### src/rtl/axi_rw_arbiter.sv
// Single-owner AXI arbiter: serialises write and read bursts onto one backend bridge.
// Optional forced-release timeout is enabled by defining ARB_TIMEOUT_EN.
module axi_rw_arbiter #(
  parameter int TIMEOUT_CYCLES = 256,
  parameter int CNT_W          = 9
) (
  input  logic a_clk,
  input  logic a_reset,
  input  logic m_aw_valid,
  output logic m_aw_ready,
  input  logic m_w_valid,
  output logic m_w_ready,
  output logic m_b_valid,
  input  logic m_b_ready,
  input  logic m_ar_valid,
  output logic m_ar_ready,
  output logic m_r_valid,
  output logic m_r_last,
  input  logic m_r_ready,
  output logic s_aw_valid,
  input  logic s_aw_ready,
  output logic s_w_valid,
  input  logic s_w_ready,
  input  logic s_b_valid,
  output logic s_b_ready,
  output logic s_ar_valid,
  input  logic s_ar_ready,
  input  logic s_r_valid,
  input  logic s_r_last,
  output logic s_r_ready,
  output logic grant_wr,
  output logic grant_rd,
  output logic timeout_err
);

  typedef enum logic [2:0] {
    IDLE,
    WR_ADDR,
    WR_BUSY,
    RD_ADDR,
    RD_BUSY
  } state_e;

  state_e state_q, state_d;
  // last_rd_q = 1 means the read side received the most recent grant
  logic   last_rd_q, last_rd_d;

`ifdef ARB_TIMEOUT_EN
  logic [CNT_W-1:0] cnt_q, cnt_d;
  logic             timeout_err_q, timeout_err_d;
  logic             burst_done;
`endif

  always_ff @(posedge a_clk) begin
    if (a_reset) begin
      state_q   <= IDLE;
      last_rd_q <= 1'b1;
    end else begin
      state_q   <= state_d;
      last_rd_q <= last_rd_d;
    end
  end

`ifdef ARB_TIMEOUT_EN
  always_ff @(posedge a_clk) begin
    if (a_reset) begin
      cnt_q         <= '0;
      timeout_err_q <= 1'b0;
    end else begin
      cnt_q         <= cnt_d;
      timeout_err_q <= timeout_err_d;
    end
  end

  assign timeout_err = timeout_err_q;
`else
  assign timeout_err = 1'b0;
`endif

  always_comb begin
    state_d   = state_q;
    last_rd_d = last_rd_q;
`ifdef ARB_TIMEOUT_EN
    cnt_d         = '0;
    timeout_err_d = timeout_err_q;
    burst_done    = 1'b0;
`endif
    unique case (state_q)
      IDLE: begin
        // On a tie the side that did not win last time is chosen
        if (m_aw_valid && (!m_ar_valid || last_rd_q)) begin
          state_d   = WR_ADDR;
          last_rd_d = 1'b0;
        end else if (m_ar_valid) begin
          state_d   = RD_ADDR;
          last_rd_d = 1'b1;
        end
      end
      WR_ADDR: if (m_aw_valid && s_aw_ready) state_d = WR_BUSY;
      WR_BUSY: if (s_b_valid && m_b_ready) state_d = IDLE;
      RD_ADDR: if (m_ar_valid && s_ar_ready) state_d = RD_BUSY;
      RD_BUSY: if (s_r_valid && m_r_ready && s_r_last) state_d = IDLE;
      default: state_d = IDLE;
    endcase
`ifdef ARB_TIMEOUT_EN
    burst_done = ((state_q == WR_BUSY) && s_b_valid && m_b_ready) ||
                 ((state_q == RD_BUSY) && s_r_valid && m_r_ready && s_r_last);
    // A completing handshake on the last allowed cycle takes priority over the timeout
    if (state_q != IDLE) begin
      if ((cnt_q == CNT_W'(TIMEOUT_CYCLES - 1)) && !burst_done) begin
        state_d       = IDLE;
        timeout_err_d = 1'b1;
      end else begin
        cnt_d = cnt_q + 1'b1;
      end
    end
`endif
  end

  always_comb begin
    m_aw_ready = 1'b0;
    m_w_ready  = 1'b0;
    m_b_valid  = 1'b0;
    m_ar_ready = 1'b0;
    m_r_valid  = 1'b0;
    m_r_last   = 1'b0;
    s_aw_valid = 1'b0;
    s_w_valid  = 1'b0;
    s_b_ready  = 1'b0;
    s_ar_valid = 1'b0;
    s_r_ready  = 1'b0;
    grant_wr   = 1'b0;
    grant_rd   = 1'b0;
    unique case (state_q)
      WR_ADDR: begin
        s_aw_valid = m_aw_valid;
        m_aw_ready = s_aw_ready;
        s_w_valid  = m_w_valid;
        m_w_ready  = s_w_ready;
        grant_wr   = 1'b1;
      end
      WR_BUSY: begin
        s_w_valid  = m_w_valid;
        m_w_ready  = s_w_ready;
        m_b_valid  = s_b_valid;
        s_b_ready  = m_b_ready;
        grant_wr   = 1'b1;
      end
      RD_ADDR: begin
        s_ar_valid = m_ar_valid;
        m_ar_ready = s_ar_ready;
        grant_rd   = 1'b1;
      end
      RD_BUSY: begin
        m_r_valid  = s_r_valid;
        m_r_last   = s_r_last;
        s_r_ready  = m_r_ready;
        grant_rd   = 1'b1;
      end
      default: ;
    endcase
  end

endmodule
### config.mk
export PLATFORM = sky130hd
export DESIGN_NAME = axi_rw_arbiter
export DESIGN_NICKNAME = d
export VERILOG_FILES = /design/src/rtl/axi_rw_arbiter.sv
export SDC_FILE = /design/constraint.sdc
export NUM_CORES = 1
export LEC_CHECK = 0
export CORE_AREA = 3 3 40 42
export DETAILED_ROUTE_END_ITERATION = 10
export DIE_AREA = 0 0 43 45
export PLACE_DENSITY = 0.72
export SLEW_MARGIN = 10
export SYNTH_ARGS = -nofsm -noshare
export SYNTH_HDL_FRONTEND = slang
export SYNTH_SLANG_ARGS = --single-unit
### constraint.sdc
create_clock -name a_clk -period 1.8 [get_ports a_clk]
set_clock_uncertainty 0.2 [all_clocks]
set_input_delay 0.27 -clock a_clk [delete_from_list [all_inputs] [get_ports a_clk]]
set_output_delay 0.27 -clock a_clk [all_outputs]
set_load 0.01 [all_outputs]
After elaboration in Yosys (flattened, before gate mapping)

Index checks and enable logic that the tools add are counted.

Register bits: 4
Output and inout bits: 14
Word-level logic and storage cells: 47

Mux-type cells: 22
Eq/ne operators: 9
Reduce and logical (&&, ||, !) cells: 14

Operators by type and width:

| kind               | number |
|---|---|
| $mux 3             | 6 |
| $mux 1             | 15 |
| $pmux 3 s5         | 1 |
| $ne 2x2->1 const B | 4 |
| $eq 3x2->1 const B | 2 |
| $logic_and 1x1->1  | 6 |
| $reduce_and 5->1   | 1 |
| $reduce_or 2->1    | 2 |
| $eq 3x1->1 const B | 1 |
| $eq 3x3->1 const B | 1 |
| $logic_not 3->1    | 1 |
| $ne 3x3->1 const B | 1 |
| $reduce_and 2->1   | 1 |
| $reduce_bool 2->1  | 1 |
| $logic_not 1->1    | 1 |
| $logic_or 1x1->1   | 1 |

Depth between registers and ports, before layout

Gate-level depths: netlist of run 1.

Word-level depth: 5
Gate-level depth with buffers: 5
Gate-level depth less buffers: 4

Worst setup path before layout of run 1

OpenSTA, ideal clock, no wires.

Kind: reg2out
From: reg state_q[0]
To: out m_w_ready
Cell stages (with the launch flop): 5
Slack: 290 ps
Data required time: 1330 ps
Data arrival time: 1040 ps
Cells stage by stage: dfxtp_1 > buf_4 > xnor2_1 > nor2_1 > and2_1

Word-level cells in the longest chain between the ends: 3
Elaborated cells between the ends (all ways): 4

Ends and longest elaborated chain:

| item                                            | line | RTL |
|---|---|---|
| from (decl)                                     | 44   | `state_e state_q, state_d;` |
| from (signal assigned)                          | 59   | `state_q <= state_d;` |
| $eq 3x2->1 / $eq 3x1->1 (equally long branches) | 134  | `unique case (state_q)` |
| $reduce_or 2->1 (no source line) (*)            | -    |  |
| $mux 1 (*)                                      | 134  |  |
| to (decl)                                       | 12   | `output logic m_w_ready,` |

Mark *: on every way between the ends. The rest lies on a longest branch, timed or not.

Worst setup path after layout of run 1

From: reg state_q[1]
To: out m_w_ready

Same word-level chain as after synthesis.

==> results.sh, run 1 <==
export IMPL_outcome="finished clean"
export IMPL_finalCritPeriodShare_pct=96.5
export IMPL_synth_nets=64
export IMPL_place_area_um2=764
export IMPL_ys_warn_count=0
export IMPL_core_area_mm2=0.00128
export IMPL_ir_worst_vdd_mv=0.599
export IMPL_cpPeakStageDelay_ps=370
export IMPL_antenna_found_initial=0
export IMPL_cp_slowest_cell="dfxtp_4"
export IMPL_synth_top_family_by_area="simple AND/OR/NAND/NOR gates"
export IMPL_antenna_cells=0
export IMPL_synth_compound_area_share_pct=18.2
export IMPL_synth_xor_area_share_pct=2.12
export IMPL_crit_required_ps=1330
export IMPL_max_cap_viol_count=0
export IMPL_setup_slack_ps=63.2
export IMPL_worst_path_buf_inv=1
export IMPL_cts_buffers=3
export IMPL_p_int_mw=0.523
export IMPL_synth_fa_ha_area_share_pct=0
export IMPL_rows=13
export IMPL_die_h_um=45
export IMPL_power_density_mw_per_mm2=1070
export IMPL_max_freq_mhz=576
export IMPL_drtPass1Iterations=4
export IMPL_cp_end_kind="output port"
export IMPL_synthMuxAreaShare_pct=2.42
export IMPL_postSynthAreaPerCell_um2=8.10
export IMPL_slew_violations=0
export IMPL_grt_pass1_vias=492
export IMPL_path_class="flop to output port"
export IMPL_setup_worst_path_start_class="flop"
export IMPL_synthCells=51
export IMPL_crit_chain="xnor2_1, nor2_2, and2_1, dlygate4sd2_1"
export IMPL_r2r_slack_ps=120
export IMPL_layoutNonFillerInstCount=107
export IMPL_fin_crit_ps=1740
export IMPL_yosysTopAreaCell="dfxtp_1"
export IMPL_layout_commonest_cell="buf_4"
export IMPL_ant_nets=0
export IMPL_combinationalPowerShare_pct=65.7
export IMPL_dieArea_mm2=0.00194
export IMPL_syn_to_final_growth_pct=94.5
export IMPL_cts_root_buf="clkbuf_4"
export IMPL_grt_ovfl_total=0
export IMPL_hp_class="flop to flop"
export IMPL_place_congestion=0.781
export IMPL_drtIter0Drc=5
export IMPL_io_pins=27
export IMPL_cts_tree="built"
export IMPL_synth_simple_area_share_pct=46.1
export IMPL_ys_types=25
export IMPL_grt_pass1_wl_um=2190
export IMPL_rsz0062_at_grt="false"
export IMPL_die_w_um=43
export IMPL_vias=517
export IMPL_synth_area_top_cells="dfxtp_1 19%, and2_1 14%, nor3b_2 6.1%, buf_6 5.5%, nand2_1 5.5%"
export IMPL_pre_cts_slack_ps=-97.9
export IMPL_netlist_area_um2=413
export IMPL_place_inst=103
export IMPL_crit_family="flip-flops"
export IMPL_synth_top_cell_area_share_pct=19.4
export IMPL_dpl_hpwl_um=984
export IMPL_clock_sinks=4
export IMPL_p_clk_share_pct=12.9
export IMPL_start_util_pct=32.1
export IMPL_ctsHoldBuffers=0
export IMPL_grt_usage_pct=14.5
export IMPL_clk_latency_ps=230
export IMPL_drt_wl_total_um=1280
export IMPL_cp_max_fo=6
export IMPL_wl_per_cell_um=11.9
export IMPL_synth_seq_area_share_pct=19.4
export IMPL_swShare_pct=39.2
export IMPL_setup_violations=0
export IMPL_arrival_ps=1270
export IMPL_grt_max_degree=7
export IMPL_drc_errors=0
export IMPL_p_total_mw=0.860
export IMPL_hold_violations=0
export IMPL_netSwitchingPower_mw=0.337
export IMPL_fin_nets=107
export IMPL_layout_drive_gt1_share_pct=43.5
export IMPL_fin_hold_ws_ps=294
export IMPL_viasPerCell=4.83
export IMPL_final_cell_mix="17 x buf_4, 12 x clkdlybuf4s50_1, 9 x and2_1"
export IMPL_stdcell_area_um2=803
export IMPL_io_buffers=25
export IMPL_clk_pin_slew_ps=40
export IMPL_synth_seq_cells=4
export IMPL_h_tree_depth=1
export IMPL_seqPwrFrac_pct=21.5
export IMPL_cts_path_max_buffers=2
export IMPL_p_leak_nw=0.398
[worst register-to-register path: stages (launching register included)]
cell      delay (ps)
dfxtp_4          370
buf_4            150
buf_4            130
nor4_2           250
a31oi_1           80
o211ai_2         240
mux2i_1          200
[power by group through the flow]
stage	sequential, mW	combinational (mW)	clock (mW)
finish	0.185	0.565	0.111
global route	0.190	0.618	0.119
CTS	0.177	0.550	0.110
detailed placement	0.159	0.578	0
global placement	0.161	0.566	0
floorplan	0.137	0.310	0
[logic make-up after synthesis]
kind of cell / after synthesis
compound gates: 7
xor+xnor: 1
buf+inv: 6
flops: 4
mux: 1
other cells: 1
simple gates: 31
[registers in the layout, indices dropped and copies added (netlist names)]
name and flops:
last_rd_q 1, state_q 3
[path summary, 6_finish.rpt]
kind,startpoint,to,cells past startpoint
max,state_q[1],m_w_ready,4
min,last_rd_q,last_rd_q,1
max reg2reg,state_q[1],state_q[1],6
min reg2reg,last_rd_q,last_rd_q,1
[Yosys cell counts]
cell / n
xnor2_1: 1
a31o_1: 1
nor3_2: 1
mux2i_1: 1
nand3_1: 3
a221o_1: 1
o41ai_2: 1
nand2_1: 6
dfxtp_1: 4
o311ai_0: 1
a31oi_1: 1
nor2_1: 4
nor4b_1: 1
o211ai_2: 1
a22oi_2: 1
buf_6: 2
conb_1: 1
nor4_2: 1
and2_1: 9
nor2b_1: 1
nor3b_2: 2
or2_2: 1
buf_4: 2
inv_1: 2
and3_1: 2
[layout make-up]
| type | count | area, um^2 |
|---|---|---|
| multi-input cells | 41 | 315 |
| inverters | 2 | 7.51 |
| fillers | 115 | 482 |
| flip-flops and latches | 4 | 88.8 |
| well taps | 15 | 18.8 |
| repair buffers | 42 | 350 |
| clock buffers | 3 | 22.5 |
[stage by stage]
stage / TNS, ps / util (%)
CTS: -191 / 62.1
detailed placement: -922 / 59.5
global route: 0 / 62.5
finish: 0 / 62.5
floorplan: 0 / -
global placement: -699 / 59.5
[layer usage]
metal	track usage (%)	vias to the layer above	part of all wire (%)
met5	0	-	0
met4	5.42	0	0
met3	1.59	0	6.1
met2	23.7	17	54
met1	19.7	240	40
li1	-	260	-
[what timing repair did]
action,4_1_cts,5_1_grt
setup buffers,0,1
gates resized for setup,24,15
endpoints found under the setup margin,13,10
pin swaps,0,1
No activity file was read; power rests on OpenSTA's default activity.
==> inputs of run 2 (changes only) <==
--- a/config.mk
+++ b/config.mk
@@ -5,10 +5,12 @@
 export SDC_FILE = /design/constraint.sdc
 export NUM_CORES = 1
 export LEC_CHECK = 0
+export CAP_MARGIN = 10
 export CORE_AREA = 3 3 40 42
 export DETAILED_ROUTE_END_ITERATION = 10
 export DIE_AREA = 0 0 43 45
 export PLACE_DENSITY = 0.72
+export SKIP_LAST_GASP = 1
 export SLEW_MARGIN = 10
 export SYNTH_ARGS = -nofsm -noshare
 export SYNTH_HDL_FRONTEND = slang
==> results.sh, run 2 (synthesis gave the netlist of run 1 again) <==
export IMPL_outcome="finished with violations"
export IMPL_violations="negative setup slack"
export IMPL_rows=13
export IMPL_cp_end_kind="output port"
export IMPL_clk_pin_slew_ps=40
export IMPL_io_pins=27
export IMPL_io_buffers=25
export IMPL_ant_nets=0
export IMPL_rsz0062_at_grt="true"
export IMPL_place_congestion=0.781
export IMPL_drtPass1Iterations=4
export IMPL_setup_violations=1
export IMPL_reg_largest_list="state_q x3, last_rd_q x1"
export IMPL_layout_commonest_cell="buf_4"
export IMPL_p_leak_nw=0.413
export IMPL_core_area_mm2=0.00128
export IMPL_die_w_um=43
export IMPL_slew_violations=0
export IMPL_place_inst=103
export IMPL_finalCritPeriodShare_pct=110
export IMPL_finalSetupTns_ps=-181
export IMPL_grt_pass1_wl_um=2130
export IMPL_cts_path_max_buffers=2
export IMPL_dpl_hpwl_um=984
export IMPL_vias=514
export IMPL_drc_errors=0
export IMPL_die_h_um=45
export IMPL_start_util_pct=32.1
export IMPL_cts_root_buf="clkbuf_4"
export IMPL_max_freq_mhz=505
export IMPL_regMostFlops="state_q"
export IMPL_fin_crit_ps=1980
export IMPL_ir_worst_vdd_mv=0.535
export IMPL_setup_slack_ps=-181
export IMPL_multi_input_area_um2=307
export IMPL_setup_worst_path_start_class="flop"
export IMPL_hp_class="flop to flop"
export IMPL_dieArea_mm2=0.00194
export IMPL_routed_wl_met3_um=63
export IMPL_drtIter0Drc=5
export IMPL_largest_reg_flops=3
export IMPL_max_cap_viol_count=0
export IMPL_h_tree_depth=1
export IMPL_ctsHoldBuffers=0
export IMPL_antenna_found_initial=0
export IMPL_met2_wirelength_um=654
export IMPL_viasPerCell=4.80
export IMPL_antenna_cells=0
export IMPL_cts_buffers=3
export IMPL_layout_drive_gt1_share_pct=39.1
export IMPL_fin_nets=107
export IMPL_seq_area_um2=88.8
export IMPL_grt_pass1_vias=481
export IMPL_wl_per_cell_um=11.4
export IMPL_grt_max_degree=7
export IMPL_wl_met1_um=502
export IMPL_grt_usage_pct=14.1
export IMPL_clock_sinks=4
export IMPL_path_class="flop to output port"
export IMPL_dr_max_layer_used="met3"
export IMPL_final_cell_mix="17 x buf_4, 13 x clkdlybuf4s50_1, 9 x and2_1"
export IMPL_clk_latency_ps=230
export IMPL_fillCellCount=108
export IMPL_cp_max_fo=6
export IMPL_layoutNonFillerInstCount=107
export IMPL_power_density_mw_per_mm2=1040
export IMPL_drt_wl_total_um=1220
export IMPL_arrival_ps=1510
export IMPL_crit_required_ps=1330
export IMPL_hold_violations=0
export IMPL_cts_tree="built"
export IMPL_syn_to_final_growth_pct=98.2
export IMPL_grt_ovfl_total=0
[run 2: changes by cell type in the layout (fill, tap and decap cells not counted)]
cell / previous run / this run
nand2_2: 1 / 0
clkbuf_2: 4 / 1
buf_2: 1 / 0
nor3b_2: 0 / 1
nand2_1: 5 / 6
dlymetal6s2s_1: 1 / 2
clkdlybuf4s15_2: 0 / 1
clkdlybuf4s50_1: 12 / 13
nor3b_4: 2 / 1
clkdlybuf4s15_1: 3 / 4
[run 2: power breakdown]
part | internal, mW | switching, mW
Sequential | 0.129 | 0.0512
Combinational | 0.321 | 0.238
Clock | 0.0744 | 0.0337
Total | 0.525 | 0.323
[run 2: path summary, 6_finish.rpt]
| kind | end | from | cells after the start | slack [ps] |
|---|---|---|---|---|
| worst max-delay path | s_ar_valid | state_q[0] | 4 | -180 |
| worst min-delay path | last_rd_q | last_rd_q | 1 | 290 |
| worst max register to register | state_q[1] | state_q[1] | 6 | 130 |
| worst min register to register | last_rd_q | last_rd_q | 1 | 290 |
[run 2: worst max-delay path, cell delays in order, from the launching register on]
cell and delay [ps]:
dfxtp_4 390, nand2_1 100, nor2_2 120, and2_1 140
clkdlybuf4s50_1 530
[run 2: area by class of cell]
class / count / share of cell area, %
clock buffers: 3 / 2.75
inverters: 2 / 0.917
multi-input cells: 41 / 37.5
flip-flops and latches: 4 / 10.9
well taps: 15 / 2.29
repair buffers: 42 / 45.7
[run 2: metal layers]
| layer | up-vias | GRT usage, % |
|---|---|---|
| li1 | 261 | - |
| met1 | 240 | 19.0 |
| met2 | 13 | 23.4 |
| met3 | 0 | 1.59 |
| met4 | 0 | 5.42 |
| met5 | - | 0 |
[run 2: stage by stage]
step | area, um^2 | total power [mW] | worst slack [ps] | hold slack, ps | util (%)
CTS | 798 | 0.840 | -208 | 290 | 62.1
detailed placement | 764 | 0.736 | -97.9 | 278 | 59.5
finish | 818 | 0.848 | -181 | 294 | 63.7
global route | 818 | 0.911 | -265 | 298 | 63.7
global placement | 764 | 0.726 | -87.8 | 275 | 59.5
floorplan | 413 | 0.447 | 290 | 171 | -
[run 2: repair_timing]
action                                  in CTS  in global routing
cloned                                       0                  0
endpoints found under the setup margin      13                 10
setup buffers                                0                  1
gates resized for setup                     21                  9
==> inputs of run 3 (changes only) <==
--- a/config.mk
+++ b/config.mk
@@ -11,7 +11,6 @@
 export DIE_AREA = 0 0 43 45
 export PLACE_DENSITY = 0.72
 export SKIP_LAST_GASP = 1
-export SLEW_MARGIN = 10
 export SYNTH_ARGS = -nofsm -noshare
 export SYNTH_HDL_FRONTEND = slang
 export SYNTH_SLANG_ARGS = --single-unit
==> results of run 3 <==
The final DEF is identical to that of run 2; final timing and power are the same.
